`src/rtl/connect_move_ctrl.sv`:
```
// Move controller for a column-drop board game: turns keyboard column presses
// into one-cycle red/black drop pulses, rejects full columns, and locks out at game end.
module connect_move_ctrl #(
    parameter int         NUM_COLS = 7,
    parameter int         NUM_ROWS = 6,
    parameter logic [7:0] KEY_BASE = 8'h1E
) (
    input  logic                frame_clk,
    input  logic                Reset_n,
    input  logic [7:0]          keycode,
    input  logic [NUM_COLS-1:0] col_full,
    input  logic                game_over,
    output logic [NUM_COLS-1:0] drop_red,
    output logic [NUM_COLS-1:0] drop_black,
    output logic                turn_red,
    output logic                invalid_move,
    output logic [5:0]          move_count,
    output logic                board_full
);

    localparam int                COL_W    = (NUM_COLS > 1) ? $clog2(NUM_COLS) : 1;
    localparam logic [5:0]        CAPACITY = 6'(NUM_COLS * NUM_ROWS);
    localparam logic [8:0]        KEY_LO   = {1'b0, KEY_BASE};
    localparam logic [8:0]        KEY_HI   = KEY_LO + 9'(NUM_COLS);
    localparam logic [NUM_COLS-1:0] COL0_HOT = NUM_COLS'(1);

    typedef enum logic [1:0] {
        IDLE,
        ISSUE,
        WAIT_REL,
        OVER
    } state_t;

    state_t              state_q, state_d;
    logic [COL_W-1:0]    col_q, col_d;

    logic [NUM_COLS-1:0] drop_red_d, drop_black_d;
    logic                turn_red_d, invalid_move_d, board_full_d;
    logic [5:0]          move_count_d;

    // Key decode: 9-bit compare so KEY_BASE+NUM_COLS may exceed 8'hFF.
    logic [8:0]          key_ext;
    logic                key_in_range;
    logic [COL_W-1:0]    key_col;

    assign key_ext      = {1'b0, keycode};
    assign key_in_range = (key_ext >= KEY_LO) && (key_ext < KEY_HI);
    assign key_col      = COL_W'(key_ext - KEY_LO);

    always_comb begin
        // NOTE: every variable gets a default before the case so no path can infer a latch.
        state_d        = state_q;
        col_d          = col_q;
        drop_red_d     = '0;
        drop_black_d   = '0;
        invalid_move_d = 1'b0;
        turn_red_d     = turn_red;
        move_count_d   = move_count;
        board_full_d   = board_full;

        case (state_q)
            IDLE: begin
                if (game_over) begin
                    state_d = OVER;
                end else if (keycode != 8'h00) begin
                    if (!key_in_range) begin
                        state_d = WAIT_REL;
                    end else if (col_full[key_col]) begin
                        invalid_move_d = 1'b1;
                        state_d        = WAIT_REL;
                    end else begin
                        col_d   = key_col;
                        state_d = ISSUE;
                    end
                end
            end

            ISSUE: begin
                if (turn_red) begin
                    drop_red_d = COL0_HOT << col_q;
                end else begin
                    drop_black_d = COL0_HOT << col_q;
                end
                turn_red_d   = ~turn_red;
                move_count_d = (move_count == CAPACITY) ? move_count : move_count + 6'd1;
                board_full_d = (move_count_d == CAPACITY);
                state_d      = (board_full_d || game_over) ? OVER : WAIT_REL;
            end

            WAIT_REL: begin
                if (game_over) begin
                    state_d = OVER;
                end else if (keycode == 8'h00) begin
                    state_d = IDLE;
                end
            end

            OVER: begin
                state_d = OVER;
            end
        endcase
    end

    always_ff @(posedge frame_clk or negedge Reset_n) begin
        if (!Reset_n) begin
            state_q <= IDLE;
            col_q   <= '0;
        end else begin
            // NOTE: non-blocking so every register samples the pre-edge values together.
            state_q <= state_d;
            col_q   <= col_d;
        end
    end

    always_ff @(posedge frame_clk or negedge Reset_n) begin
        if (!Reset_n) begin
            drop_red     <= '0;
            drop_black   <= '0;
            invalid_move <= 1'b0;
            turn_red     <= 1'b1;
            move_count   <= '0;
            board_full   <= 1'b0;
        end else begin
            drop_red     <= drop_red_d;
            drop_black   <= drop_black_d;
            invalid_move <= invalid_move_d;
            turn_red     <= turn_red_d;
            move_count   <= move_count_d;
            board_full   <= board_full_d;
        end
    end

endmodule

```
`config.mk`:
```
export PLATFORM = sky130hd
export DESIGN_NAME = connect_move_ctrl
export DESIGN_NICKNAME = d
export VERILOG_FILES = /design/src/rtl/connect_move_ctrl.sv
export SDC_FILE = /design/constraint.sdc
export NUM_CORES = 1
export LEC_CHECK = 0
export CAP_MARGIN = 20
export CORE_UTILIZATION = 25
export CTS_BUF_LIST = sky130_fd_sc_hd__clkbuf_8
export DETAILED_ROUTE_END_ITERATION = 8
export PLACE_DENSITY_LB_ADDON = 0.08
export SETUP_SLACK_MARGIN = 0.05
export SLEW_MARGIN = 20
export SYNTH_ARGS = -nofsm -noshare
export SYNTH_HDL_FRONTEND = slang
export SYNTH_SLANG_ARGS = --single-unit
```
`constraint.sdc`:
```
create_clock -name frame_clk -period 3.1 [get_ports frame_clk]
set_input_delay 0.31 -clock frame_clk [delete_from_list [all_inputs] [get_ports frame_clk]]
set_output_delay 0.31 -clock frame_clk [all_outputs]
set_load 0.01 [all_outputs]
```
==> impl_metrics.yaml <==
placement:
  hpwl_mm: 2.00
  place_congestion: 0.695
  place_ws_ps: 637
  numPortBuffers: 40
  dp_cells: 230
setup_path:
  path_buf_inv: 1
  critical_path.top_delay_family: "buffers and inverters"
  crit_fanout: 8
  slowest_stage: "clkdlybuf4s50_1"
  slowest_delay_ps: 690
  path_class: "in2reg"
  cp.required_ps: 3260
  critPathMostFrequentCell: "mux2_4"
  end_kind: "register"
  worstPathCellList: "clkdlybuf4s50_1 > mux2_4 > a22o_1 > a221oi_4 > nand4_4 > mux2_4"
  worst_ep_arrival_time_ps: 2330
  cp-start-kind: "input pin"
detailed_routing:
  drt-total-wl_mm: 2.59
  avgRoutedWirePerCell_um: 11.1
  remaining_drc_errors: 0
  drt_iter0_drc: 47
  vias: 1013
  viasPerCell: 4.33
  first_pass_iters: 4
  ant_nets: 0
sta:
  setup_viol: 0
  period_share_pct: 70.0
  hold_viol: 0
  setup-tns-final_ps: 0
  max_freq_mhz: 461
  drv_slew: 0
  tightest_slew_ps: 497
  relSlewSlack_pct: 66.8
  setup_ws_ps: 930
  fin_worst_skew_ps: 2.23
  period_needed_ps: 2170
  rsz0062_at_grt: "no"
logic_synthesis:
  synth_seq_area_share_pct: 53.2
  yosys-top-cells-count: "dfrtp_1 (27), nor2_1 (18), nand2_1 (11)"
  synth.distinct_cells: 34
  async_reset_ff_share_pct: 100
  synth_area_per_cell_um2: 10.6
  synth_warnings: 0
  synth_nets: 145
  yosysTopAreaCellShare_pct: 51.2
  synth_area_mm2: 0.00132
  yosys.area.top_type: "dfrtp_1"
  synthFlopType: "dfrtp_1"
  yosysMostFrequentCell: "dfrtp_1"
  syn-instance-count: 125
  synth.area.top_cells: "dfrtp_1 (51%), nor2_1 (5.1%), nand3_1 (3.4%), xnor2_1 (3.3%), nand2_1 (3.1%)"
  ys_seq_elements: 28
  synth_edf_count: 0
grt:
  grt_pass1_wl_mm: 4.15
  antenna_found_initial: 0
  grt_pass1_vias: 881
  grt_max_degree: 29
  grt_overflow_total: 0
  grt_use_total_pct: 9.55
power_and_ir_drop:
  powerDensity_mw_per_mm2: 346
  power.leakage_uw: 0.000756
  finalPower_uw: 635
  ir_drop_v: 0.000166
clock_tree:
  post_cts_buffers: 0
  worst_setup_hold_path_clk_slew_ps: 90
  cts_buffers: 3
  clk_path_buf_depth: 2
  post_cts_resized: 0
  cts_tree: "done"
  holdBufCountCts: 0
  cts.sinks: 28
  clock_latency_ps: 260
  root_buffer: "clkbuf_8"
  h-tree-depth: 1
final_layout:
  area.growth.synth_to_final_pct: 39.4
  fin_cells: 234
  fin_util_pct: 36.0
  insertedDiodeCount: 0
  finalNetCount: 185
  drive_above_1_share_pct: 6.71
outcome:
  status: "complete, no violations"
run:
  drv_cap: 0
floorplanning:
  die_height_um: 74.6
  boundaryPins: 41
  die_w_um: 74.6
  initial_core_util_pct: 25.8
  die_area_mm2: 0.00557
  core_mm2: 0.00511
  row_count: 26
worst_hold_path:
  holdCritPathClass: "in2async"
## path summary, 6_finish.rpt
path                                            from                endpoint  slack (ps)  depth (start not counted)
setup / recovery                          keycode[1]    col_q[0]$_DFFE_PN0P_         930                          6
hold / removal                               Reset_n   drop_red[6]$_DFF_PN0_         420                          2
setup reg to reg           move_count[0]$_DFFE_PN0P_  state_q[0]$_DFFE_PN0P_        1230                          7
hold reg to reg               board_full$_DFFE_PN0P_  board_full$_DFFE_PN0P_         500                          2
max in group asynchronous                    Reset_n    turn_red$_DFFE_PN1P_        2380                          2
min in group frame_clk        board_full$_DFFE_PN0P_  board_full$_DFFE_PN0P_         500                          2
## power breakdown
part           internal, uW  switching [uW]
Combinational          29.4            23.1
Clock                   113             103
Sequential              365           0.704
Total                   508             127
## cell usage in the layout (no fill, tap or decap), types with 2 or more instances in the layout
master | Yosys | layout
o21ai_0 | 4 | 4
inv_1 | 4 | 4
nand2b_1 | 3 | 3
mux2_4 | 2 | 2
nand3_1 | 9 | 9
nor2_1 | 18 | 18
dfrtp_1 | 27 | 27
ha_1 | 2 | 2
nor3_1 | 5 | 5
clkdlybuf4s50_1 | 0 | 40
mux2i_1 | 3 | 3
nor4_1 | 2 | 2
nand4_1 | 4 | 4
xor2_1 | 2 | 2
clkbuf_8 | 0 | 4
o21ai_1 | 2 | 2
nand2_1 | 11 | 11
a32oi_1 | 2 | 2
xnor2_1 | 5 | 5
## registers in the layout (all words and copies together) (netlist names)
signal        cells
drop_black        7
drop_red          7
move_count        6
col_q             3
state_q           2
board_full        1
invalid_move      1
turn_red          1
## worst register-to-register path, delay by kind of cell, from the launching register on
family,cells,cell delay [ps]
flip-flops,1,470
adder cells (fa/ha/maj),1,130
AND/OR/NAND/NOR,2,450
AO/OA/AOI/OAI,3,650
buffers and inverters,1,90
## kinds of logic after synthesis
group | count (synthesis) | share of synthesized area [%]
DFF | 28 | 53.2
xor gates and xnor gates | 7 | 4.65
and+or+nand+nor | 60 | 24.0
buffers and inverters | 10 | 3.51
AOI/OAI and AO/OA | 13 | 8.16
adders and majority gates | 2 | 1.90
muxes | 5 | 4.55
## final cells by class
type / count / area [um2]
clock buffer: 4 / 55.1
fill: 532 / 3270
inverter: 4 / 15.0
multi-input combinational: 87 / 571
sequential: 28 / 702
tap: 70 / 87.6
timing repair buffer: 41 / 408
## metal layers
layer  vias up  share of wire (%)  track usage [%]  wire length [um]
met5         -                  0                0                 0
met1       469                 50             13.4              1290
met2        27                 45             14.9              1160
met3         2                4.7             1.74               123
li1        515                  -                -                 -
met4         0               0.42             3.14                11
## stage by stage
step                hold WS (ps)  area (um2)
floorplan                   14.4        1320
finish                       417        1840
detailed placement           472        1780
CTS                          433        1840
global placement             475        1780
global route                 436        1840
Note: power is estimated with default switching activity, not from simulation.
==> RTL change, RTL diff (config.mk and constraints unchanged) <==
Reset style: synchronous (`Reset_n`), changed in 2 clocked blocks.
--- a/src/rtl/connect_move_ctrl.sv
+++ b/src/rtl/connect_move_ctrl.sv
@@ -101,7 +101,7 @@
         endcase
     end
 
-    always_ff @(posedge frame_clk or negedge Reset_n) begin
+    always_ff @(posedge frame_clk) begin
         if (!Reset_n) begin
             state_q <= IDLE;
             col_q   <= '0;
@@ -112,7 +112,7 @@
         end
     end
 
-    always_ff @(posedge frame_clk or negedge Reset_n) begin
+    always_ff @(posedge frame_clk) begin
         if (!Reset_n) begin
             drop_red     <= '0;
             drop_black   <= '0;
Behaviour: differs if Reset_n is asserted again (counterexample within 4 cycles, from zero or initial values and one cycle with Reset_n low); with Reset_n held inactive, the same outputs for 10 cycles.
==> RTL change against the unedited design <==
  * Synthesized area decreased by 7.3%
  * Design area shrank 5.3%
  * Total power grew 16%
  * Critical path type unchanged
  * Sequential cell count unchanged
  * Worst setup slack better by 0.30 ns
  * Routed wire length grew 0.46%
  * Core utilization grew 0.86 points
==> RTL change: results (changes against the unedited design) <==
The maximum net fanout on the critical path is 9 (was 8). The path type of the worst min-delay path was register to register (was input port to asynchronous set/reset pin). The count of plain and timing-repair buffers was 40 (was 41). The total global routing track utilization is 10.6% (was 9.55%).

The proportion of cell area occupied by multi-input gates was 35.4% (was 31.0%). The final instance count without filler cells was 239 (was 234). The part of the total power dissipated in combinational logic was 10.3% (was 8.3%). The placement row count was 25 (was 26); the worst clock skew was 0.00428 ns (was 0.00223 ns). The startpoint of the worst setup timing path was keycode[2] (was keycode[1]).

Library cell used as clock root buffer: clkbuf_8 (unchanged). The critical path endpoint is state_q[1] (was col_q[0]). The number of distinct library cells after synthesis is 39 (was 34), and the fraction of layout cells with a size suffix above 1 is 5.81% (was 6.71%). The per-instance average area after synthesis is 9.19 µm² (was 10.6 µm²), and the net count after synthesis is 153 (was 145).

The leakage power is 0.600 nW (was 0.756 nW). The multiplexer share of the synthesized area was 2.46% (was 4.55%); the starting DRC count in detailed routing was 52 (was 47). Most area-consuming cells after synthesis: dfxtp_1, nor2_1, xnor2_1 (was dfrtp_1, nor2_1, nand3_1).

The net count reported at finish is 193 (was 185), and the largest net degree at the start of global routing is 17 (was 29). The tools report the arrival time at the worst endpoint as 2.03 ns (was 2.33 ns). The first-pass GRT wire length was 4350 µm (was 4150 µm).

The flow ran to the end, and the final reports show no timing, DRC or antenna violations. Launching point of the worst reg2reg path: move_count[0] (unchanged). The cell area power density was 422 nW/µm² (was 346 nW/µm²); the sequential-cell power consumption was 0.371 mW (was 0.366 mW). The share of the synthesized netlist area taken by xor and xnor gates came out at 5.02% (was 4.65%). The via count of the first global-routing pass is 959 (was 881). The actual transition at the worst max-transition pin is 0.519 ns (was 0.497 ns), and the compound-cell area share of the yosys netlist is 13.2% (was 8.16%). The area share of buffers outside the clock network is 23.0% (was 22.2%), and the share of the yosys chip area belonging to registers is 45.9% (was 53.2%). The total via count in the routed design was 1048 (was 1013); the sum of net half-perimeters after detailed placement was 2020 µm (was 2000 µm). The sequential standard cell area came out at 561 µm² (was 702 µm²). The fraction of registers with async set/reset works out to 0% (was 100%).

The capture point of the worst reg-to-reg path is state_q[0] (unchanged). The slack of the worst reg-to-reg path is 1.33 ns (was 1.23 ns). The logs give 492 (was 532) for the number of filler cells placed in the layout and 1670 µm² (was 1780 µm²) for the standard cell area after detailed placement.

The fraction of the mapped netlist area in adder cells came out at 2.05% (was 1.90%). The number of non-clock inverters in the layout is 2 (was 4). The maximum vdd ir drop is 0.000167 V (was 0.000166 V).
RTL change: changes by cell type after synthesis, moves of 3 or more:
cell     unedited run  this run
dfxtp_1             0        28
a21oi_1             0         4
nor2_1             18        23
inv_1               4         1
dfrtp_1            27         0
RTL change: layer usage:
layer	share of wire, %	track usage (%)	up-vias
met4	1.8	4.58	0
met1	52	15.3	470
met3	3.6	1.81	5
li1	-	-	542
met2	43	15.6	31
met5	0	0	-
RTL change: worst max-delay path: cells and delay by family:
| kind | cells | cell delay [ns] |
|---|---|---|
| AOI/OAI and AO/OA | 3 | 0.59 |
| buffers and inverters | 1 | 0.67 |
| muxes | 1 | 0.23 |
| and+or+nand+nor | 2 | 0.22 |
RTL change: metrics by stage:
stage	util, %	worst slack [ns]	hold slack [ns]
after floorplan	-	1.60	0.481
after CTS	36.8	1.24	0.529
after detailed placement	35.3	0.938	0.518
after global placement	35.3	0.973	0.508
final	36.8	1.23	0.536
after global routing	36.8	1.10	0.568
